===== src/rtl/i2s_transmitter_pkg.sv =====
// rtl/i2s_transmitter_pkg.sv - shared sound constants and types for the I2S transmitter
package i2s_transmitter_pkg;

  localparam int SLOTS_PER_FRAME = 32;
  localparam int SAMPLE_WIDTH    = 16;
  localparam int SLOT_W          = $clog2(SLOTS_PER_FRAME);
  localparam int FRAME_W         = 2 * SAMPLE_WIDTH;

  typedef logic [SLOT_W-1:0]              slot_t;
  typedef logic signed [SAMPLE_WIDTH-1:0] sample_t;
  typedef logic [FRAME_W-1:0]             frame_t;

  // Left word occupies the upper half so it leaves the shifter first.
  function automatic frame_t frame_word(input logic mute, input sample_t left, input sample_t right);
    return mute ? '0 : {left, right};
  endfunction

endpackage


===== src/rtl/i2s_transmitter_if.sv =====
// rtl/i2s_transmitter_if.sv - mixer-side sample inputs and I2S serial outputs
interface i2s_transmitter_if;
  import i2s_transmitter_pkg::*;

  logic    mute;
  sample_t audio_l;
  sample_t audio_r;
  logic    i2s_bck;
  logic    i2s_lrck;
  logic    i2s_data;
  logic    sample_stb;

  modport master (
    input  mute, audio_l, audio_r,
    output i2s_bck, i2s_lrck, i2s_data, sample_stb
  );

  modport slave (
    output mute, audio_l, audio_r,
    input  i2s_bck, i2s_lrck, i2s_data, sample_stb
  );

endinterface


===== src/rtl/i2s_transmitter_clkgen.sv =====
// rtl/i2s_transmitter_clkgen.sv - BCK divider and slot counter
module i2s_transmitter_clkgen
  import i2s_transmitter_pkg::*;
#(
  parameter int CLK_DIV = 4
) (
  input  logic  clk,
  input  logic  reset_n,
  output logic  bck,
  output logic  fall,
  output slot_t slot,
  output slot_t slot_next
);

  localparam int DIV_W = (CLK_DIV > 1) ? $clog2(CLK_DIV) : 1;

  logic [DIV_W-1:0] div;
  logic             wrap;

  assign wrap      = (div == DIV_W'(CLK_DIV - 1));
  // fall is a look-ahead: bck drops to 0 on the coming clock edge.
  assign fall      = wrap && bck;
  assign slot_next = slot + slot_t'(1);

  always_ff @(posedge clk or negedge reset_n) begin
    if (!reset_n) begin
      div  <= '0;
      bck  <= 1'b0;
      slot <= slot_t'(SLOTS_PER_FRAME - 1);
    end else begin
      div <= wrap ? '0 : div + DIV_W'(1);
      if (wrap) begin
        bck <= ~bck;
      end
      if (fall) begin
        slot <= slot_next;
      end
    end
  end

endmodule


===== src/rtl/i2s_transmitter.sv =====
// rtl/i2s_transmitter.sv - standard I2S serialiser for 16-bit stereo samples
module i2s_transmitter
  import i2s_transmitter_pkg::*;
#(
  parameter int CLK_DIV = 4
) (
  input logic         clk,
  input logic         reset_n,
  i2s_transmitter_if.master bus
);

  logic   bck;
  logic   fall;
  slot_t  slot;
  slot_t  slot_next;
  logic   frame_start;
  frame_t shift;
  logic   lrck;
  logic   data;
  logic   stb;

  i2s_transmitter_clkgen #(
    .CLK_DIV (CLK_DIV)
  ) u_clkgen (
    .clk       (clk),
    .reset_n   (reset_n),
    .bck       (bck),
    .fall      (fall),
    .slot      (slot),
    .slot_next (slot_next)
  );

  assign frame_start = fall && (slot == slot_t'(SLOTS_PER_FRAME - 1));

  // The shifter doubles as the holding register: after 31 shifts its MSB is the
  // previous right word's LSB, which is exactly the slot-0 bit of the new frame.
  always_ff @(posedge clk or negedge reset_n) begin
    if (!reset_n) begin
      shift <= '0;
      lrck  <= 1'b0;
      data  <= 1'b0;
      stb   <= 1'b0;
    end else begin
      stb <= frame_start;
      if (fall) begin
        lrck <= (slot_next >= slot_t'(SLOTS_PER_FRAME / 2));
        data <= shift[FRAME_W-1];
        if (frame_start) begin
          shift <= frame_word(bus.mute, bus.audio_l, bus.audio_r);
        end else begin
          shift <= {shift[FRAME_W-2:0], 1'b0};
        end
      end
    end
  end

  assign bus.i2s_bck    = bck;
  assign bus.i2s_lrck   = lrck;
  assign bus.i2s_data   = data;
  assign bus.sample_stb = stb;

endmodule


===== src/flat_wrapper.sv =====
// flat-port wrapper written by rule: the top's interface ports become plain ports
module i2s_transmitter_flat import i2s_transmitter_pkg::*;
#(
  parameter int CLK_DIV = 4
)
  (clk, reset_n, bus_mute, bus_audio_l, bus_audio_r, bus_i2s_bck, bus_i2s_lrck, bus_i2s_data, bus_sample_stb);
  i2s_transmitter_if bus_i ();
  input logic clk;
  input logic reset_n;
  input wire logic [$bits(bus_i.mute)-1:0] bus_mute;
  input wire logic [$bits(bus_i.audio_l)-1:0] bus_audio_l;
  input wire logic [$bits(bus_i.audio_r)-1:0] bus_audio_r;
  output wire logic [$bits(bus_i.i2s_bck)-1:0] bus_i2s_bck;
  output wire logic [$bits(bus_i.i2s_lrck)-1:0] bus_i2s_lrck;
  output wire logic [$bits(bus_i.i2s_data)-1:0] bus_i2s_data;
  output wire logic [$bits(bus_i.sample_stb)-1:0] bus_sample_stb;
  assign bus_i.mute = bus_mute;
  assign bus_i.audio_l = bus_audio_l;
  assign bus_i.audio_r = bus_audio_r;
  assign bus_i2s_bck = bus_i.i2s_bck;
  assign bus_i2s_lrck = bus_i.i2s_lrck;
  assign bus_i2s_data = bus_i.i2s_data;
  assign bus_sample_stb = bus_i.sample_stb;
  i2s_transmitter #(.CLK_DIV(CLK_DIV)) u_core (.clk(clk), .reset_n(reset_n), .bus(bus_i));
endmodule

===== config.mk =====
export PLATFORM = sky130hd
export DESIGN_NAME = i2s_transmitter_flat
export DESIGN_NICKNAME = d
export VERILOG_FILES = /design/src/rtl/i2s_transmitter_pkg.sv /design/src/rtl/i2s_transmitter_if.sv /design/src/rtl/i2s_transmitter_clkgen.sv /design/src/rtl/i2s_transmitter.sv /design/src/flat_wrapper.sv
export SDC_FILE = /design/constraint.sdc
export NUM_CORES = 1
export LEC_CHECK = 0
export BUFFER_PORTS_ARGS = -buffer_cell sky130_fd_sc_hd__buf_2
export CAP_MARGIN = 20
export CELL_PAD_IN_SITES_DETAIL_PLACEMENT = 0
export CELL_PAD_IN_SITES_GLOBAL_PLACEMENT = 1
export CORE_UTILIZATION = 38
export DETAILED_ROUTE_END_ITERATION = 10
export PLACE_DENSITY_LB_ADDON = 0.1
export SLEW_MARGIN = 25
export SYNTH_ARGS = -nofsm -noshare
export SYNTH_HDL_FRONTEND = slang
export SYNTH_SLANG_ARGS = --single-unit

===== constraint.sdc =====
create_clock -name clk -period 1.63 [get_ports clk]
set_input_delay 0.326 -clock clk [delete_from_list [all_inputs] [get_ports clk]]
set_output_delay 0.326 -clock clk [all_outputs]
set_load 0.02 [all_outputs]

==> flow_metrics.env <==
export IMPL_status="complete, but fails checks"
export IMPL_violations="setup timing"
export IMPL_clockBufferDepth=2
export IMPL_r2r_end="u_core.shift[8]"
export IMPL_leakage_nw=1.17
export IMPL_timing_rr_start="u_core.u_clkgen.slot[0]"
export IMPL_avgSynthCellArea_sq_um=10.6
export IMPL_drtIter0Drc=146
export IMPL_ys_seq_area_share_pct=48.4
export IMPL_io_buffers=38
export IMPL_worst_path_most_repeated_cell="ha_4"
export IMPL_syn_area_sq_um=2240
export IMPL_grt_busiest_layer="met2"
export IMPL_fin_nets=301
export IMPL_wl_per_cell_um=14.1
export IMPL_worst_pin_slew_ns=0.398
export IMPL_hpwl_um=2770
export IMPL_min_period_over_period_pct=105
export IMPL_hold_depth=3
export IMPL_fp_dieH_um=78.8
export IMPL_endpoint_kind="flop"
export IMPL_setup_violations=32
export IMPL_final_cell_mix="buf_2, dfrtp_1, inv_1, o21a_1"
export IMPL_start_util_pct=39.9
export IMPL_p_int_w=0.00141
export IMPL_gr_total_overflow=0
export IMPL_syn_inst=212
export IMPL_rows=27
export IMPL_path_clk_slew_ns=0.08
export IMPL_finClkSkew_ns=0.00666
export IMPL_cap_violations=0
export IMPL_slew_headroom_pct=73.5
export IMPL_path_class="reg2reg"
export IMPL_cts_tree="built"
export IMPL_worst_path_largest_cell_delay_ns=0.56
export IMPL_min_to="u_core.shift[0]"
export IMPL_io_pins=39
export IMPL_maxSlewViolCount=0
export IMPL_crit_path_max_fanout=5
export IMPL_rsz0062_at_grt="yes"
export IMPL_preCtsSetupSlack_ns=-0.109
export IMPL_grt_antenna_before_repair=0
export IMPL_route_detailed_drc=0
export IMPL_gp_congestion=0.665
export IMPL_critPathLaunchType="flop"
export IMPL_ctsHtreeMaxLevel=2
export IMPL_hp_start="bus_audio_r[0]"
export IMPL_p_switching_w=0.000424
export IMPL_final_core_util_pct=52.6
export IMPL_layout_drive_gt1_share_pct=46.6
export IMPL_clock_root_buffer="clkbuf_8"
export IMPL_finalCriticalPeriod_ns=1.72
export IMPL_drt_pass1_iterations=4
export IMPL_fillers=532
export IMPL_clk_latency_ns=0.29
export IMPL_p_comb_share_pct=5.5
export IMPL_cts_sinks=43
export IMPL_grt_pass1_vias=1633
export IMPL_critPathRequiredTime_ns=1.86
export IMPL_antenna_left=0
export IMPL_p_per_area_nw_per_um2=622
export IMPL_ys_ff_latch=43
export IMPL_grt_max_degree=33
export IMPL_swShare_pct=23.1
export IMPL_grt_use_met3_pct=3.79
export IMPL_diodes=0
export IMPL_grt_usage_pct=15.8
export IMPL_use_met2_pct=24.7
export IMPL_core_area_sq_um=5610
export IMPL_die_width_um=78.8
export IMPL_routed_via_count=1675
export IMPL_reg2reg_depth=8
export IMPL_area_growth_pct=31.7
export IMPL_arrival_ns=1.95
export IMPL_cpMaxStageDelayCell="dfstp_2"
export IMPL_ys_warn_count=0
export IMPL_crit_chain="ha_4 > and3_4 > ha_4 > buf_4 > clkbuf_16 > nand2_1 > o221ai_2 > o21a_1"
export IMPL_p_seq_share_pct=58.1
export IMPL_synth_cell_types=23
export IMPL_hold_viol_final=0
export IMPL_rrSetupSlack_ns=-0.09
export IMPL_holdWs_ns=0.271
export IMPL_clkPwrFrac_pct=36.4
export IMPL_synthesis_nets=250
export IMPL_via_per_inst=4.99
export IMPL_cts_buffers=5
export IMPL_dieArea_sq_um=6200
export IMPL_wirelength_um=4730
export IMPL_grtUsageMet1_pct=21.9
export IMPL_finalWorstSetupSlack_ns=-0.0853
export IMPL_max_freq_mhz=583
export IMPL_hold_class="in2reg"
export IMPL_peakVddDrop_mv=0.417
export IMPL_grt_pass1_wl_um=7700
## layer usage
layer  wire (um)  up-vias
met4          12        0
met5           0        -
met2        2130       29
met1        2400      805
li1            -      839
met3         183        2
## worst max path at each step
stage	from	to	slack [ns]	cells after the start
after floorplan	u_core.u_clkgen.slot[0]	u_core.shift[11]	-0.02	8
after global routing	u_core.u_clkgen.slot[0]	u_core.shift[2]	-0.15	8
after global placement	u_core.u_clkgen.slot[0]	u_core.shift[26]	-0.11	7
final	u_core.u_clkgen.slot[0]	u_core.shift[8]	-0.09	8
after detailed placement	u_core.u_clkgen.slot[0]	u_core.shift[13]	-0.11	7
after CTS	u_core.u_clkgen.slot[0]	u_core.shift[13]	-0.07	7
## power groups by stage
stage	combinational [W]	clock, W	sequential [W]
2_1_floorplan	0.0000152	0	0.00109
3_3_place_gp	0.0000952	0	0.00109
3_5_place_dp	0.0000927	0	0.00109
4_1_cts	0.0000951	0.000695	0.00107
5_1_grt	0.000110	0.000733	0.00107
6_report	0.000100	0.000667	0.00107
## Yosys cell counts, drive strengths merged
master | number | area, sq um
buf | 17 | 129
and3 | 1 | 6.26
nand2 | 45 | 169
inv | 31 | 116
o21a | 30 | 225
nand3b | 1 | 7.51
o31ai | 1 | 7.51
dfrtp | 38 | 951
ha | 3 | 37.5
a22oi | 1 | 7.51
nand4 | 1 | 6.26
xnor2 | 3 | 26.3
nor2 | 2 | 7.51
dfstp | 5 | 131
and2 | 1 | 8.76
xor2 | 1 | 8.76
o221ai | 30 | 388
a21oi | 1 | 5.00
## final cells by class
type	count	area (sq um)	share of cell area (%)
well taps	72	90.1	3.06
multi-input cells	121	1040	35.4
clock inverters	1	5.00	0.170
repair buffers	61	533	18.1
clock buffers	7	76.3	2.59
flip-flops and latches	43	1080	36.7
inverters	31	116	3.95
## critical path, delay by kind of cell (launching register included)
family                   cells  cell delay (ns)
flip-flops                   1             0.56
AND/OR/NAND/NOR              2             0.24
buffers and inverters        2             0.26
AO/OA/AOI/OAI                2             0.29
adder cells (fa/ha/maj)      2             0.30
## flip-flops by register name (all words and copies together) (netlist names)
| register | count |
|---|---|
| u_core.bus.i2s_data | 1 |
| u_core.bus.i2s_lrck | 1 |
| u_core.u_clkgen.slot | 5 |
| u_core.u_clkgen.div | 2 |
| u_core.bus.sample_stb | 1 |
| u_core.shift | 32 |
| u_core.u_clkgen.bck | 1 |
## through the flow
stage / cell area (sq um) / setup TNS [ns] / instances / power, W
CTS: 2710 / -1.27 / 330 / 0.00186
detailed placement: 2570 / -2.59 / 319 / 0.00118
floorplan: 2240 / -0.342 / 212 / 0.00110
global route: 2950 / -4.12 / 336 / 0.00191
global placement: 2570 / -1.78 / 319 / 0.00118
finish: 2950 / -1.69 / 336 / 0.00183
## repair_timing
action / CTS / global route
hold buffers: 1 / 0
gates resized for setup: 3 / 37
endpoints found under the setup margin: 32 / 32
endpoints found under the hold margin: 11 / 0
pin swaps: 0 / 24
buffers inserted: 1 / 3
cloned: 1 / 4
## cell families after synthesis
| group | Yosys count | share of synthesized area (%) |
|---|---|---|
| AOI/OAI and AO/OA | 63 | 28.3 |
| xor gates and xnor gates | 4 | 1.57 |
| adders and majority gates | 3 | 1.68 |
| buffers and inverters | 48 | 11.0 |
| DFF | 43 | 48.4 |
| and+or+nand+nor | 51 | 9.17 |
(Power assumes the default switching activity.)
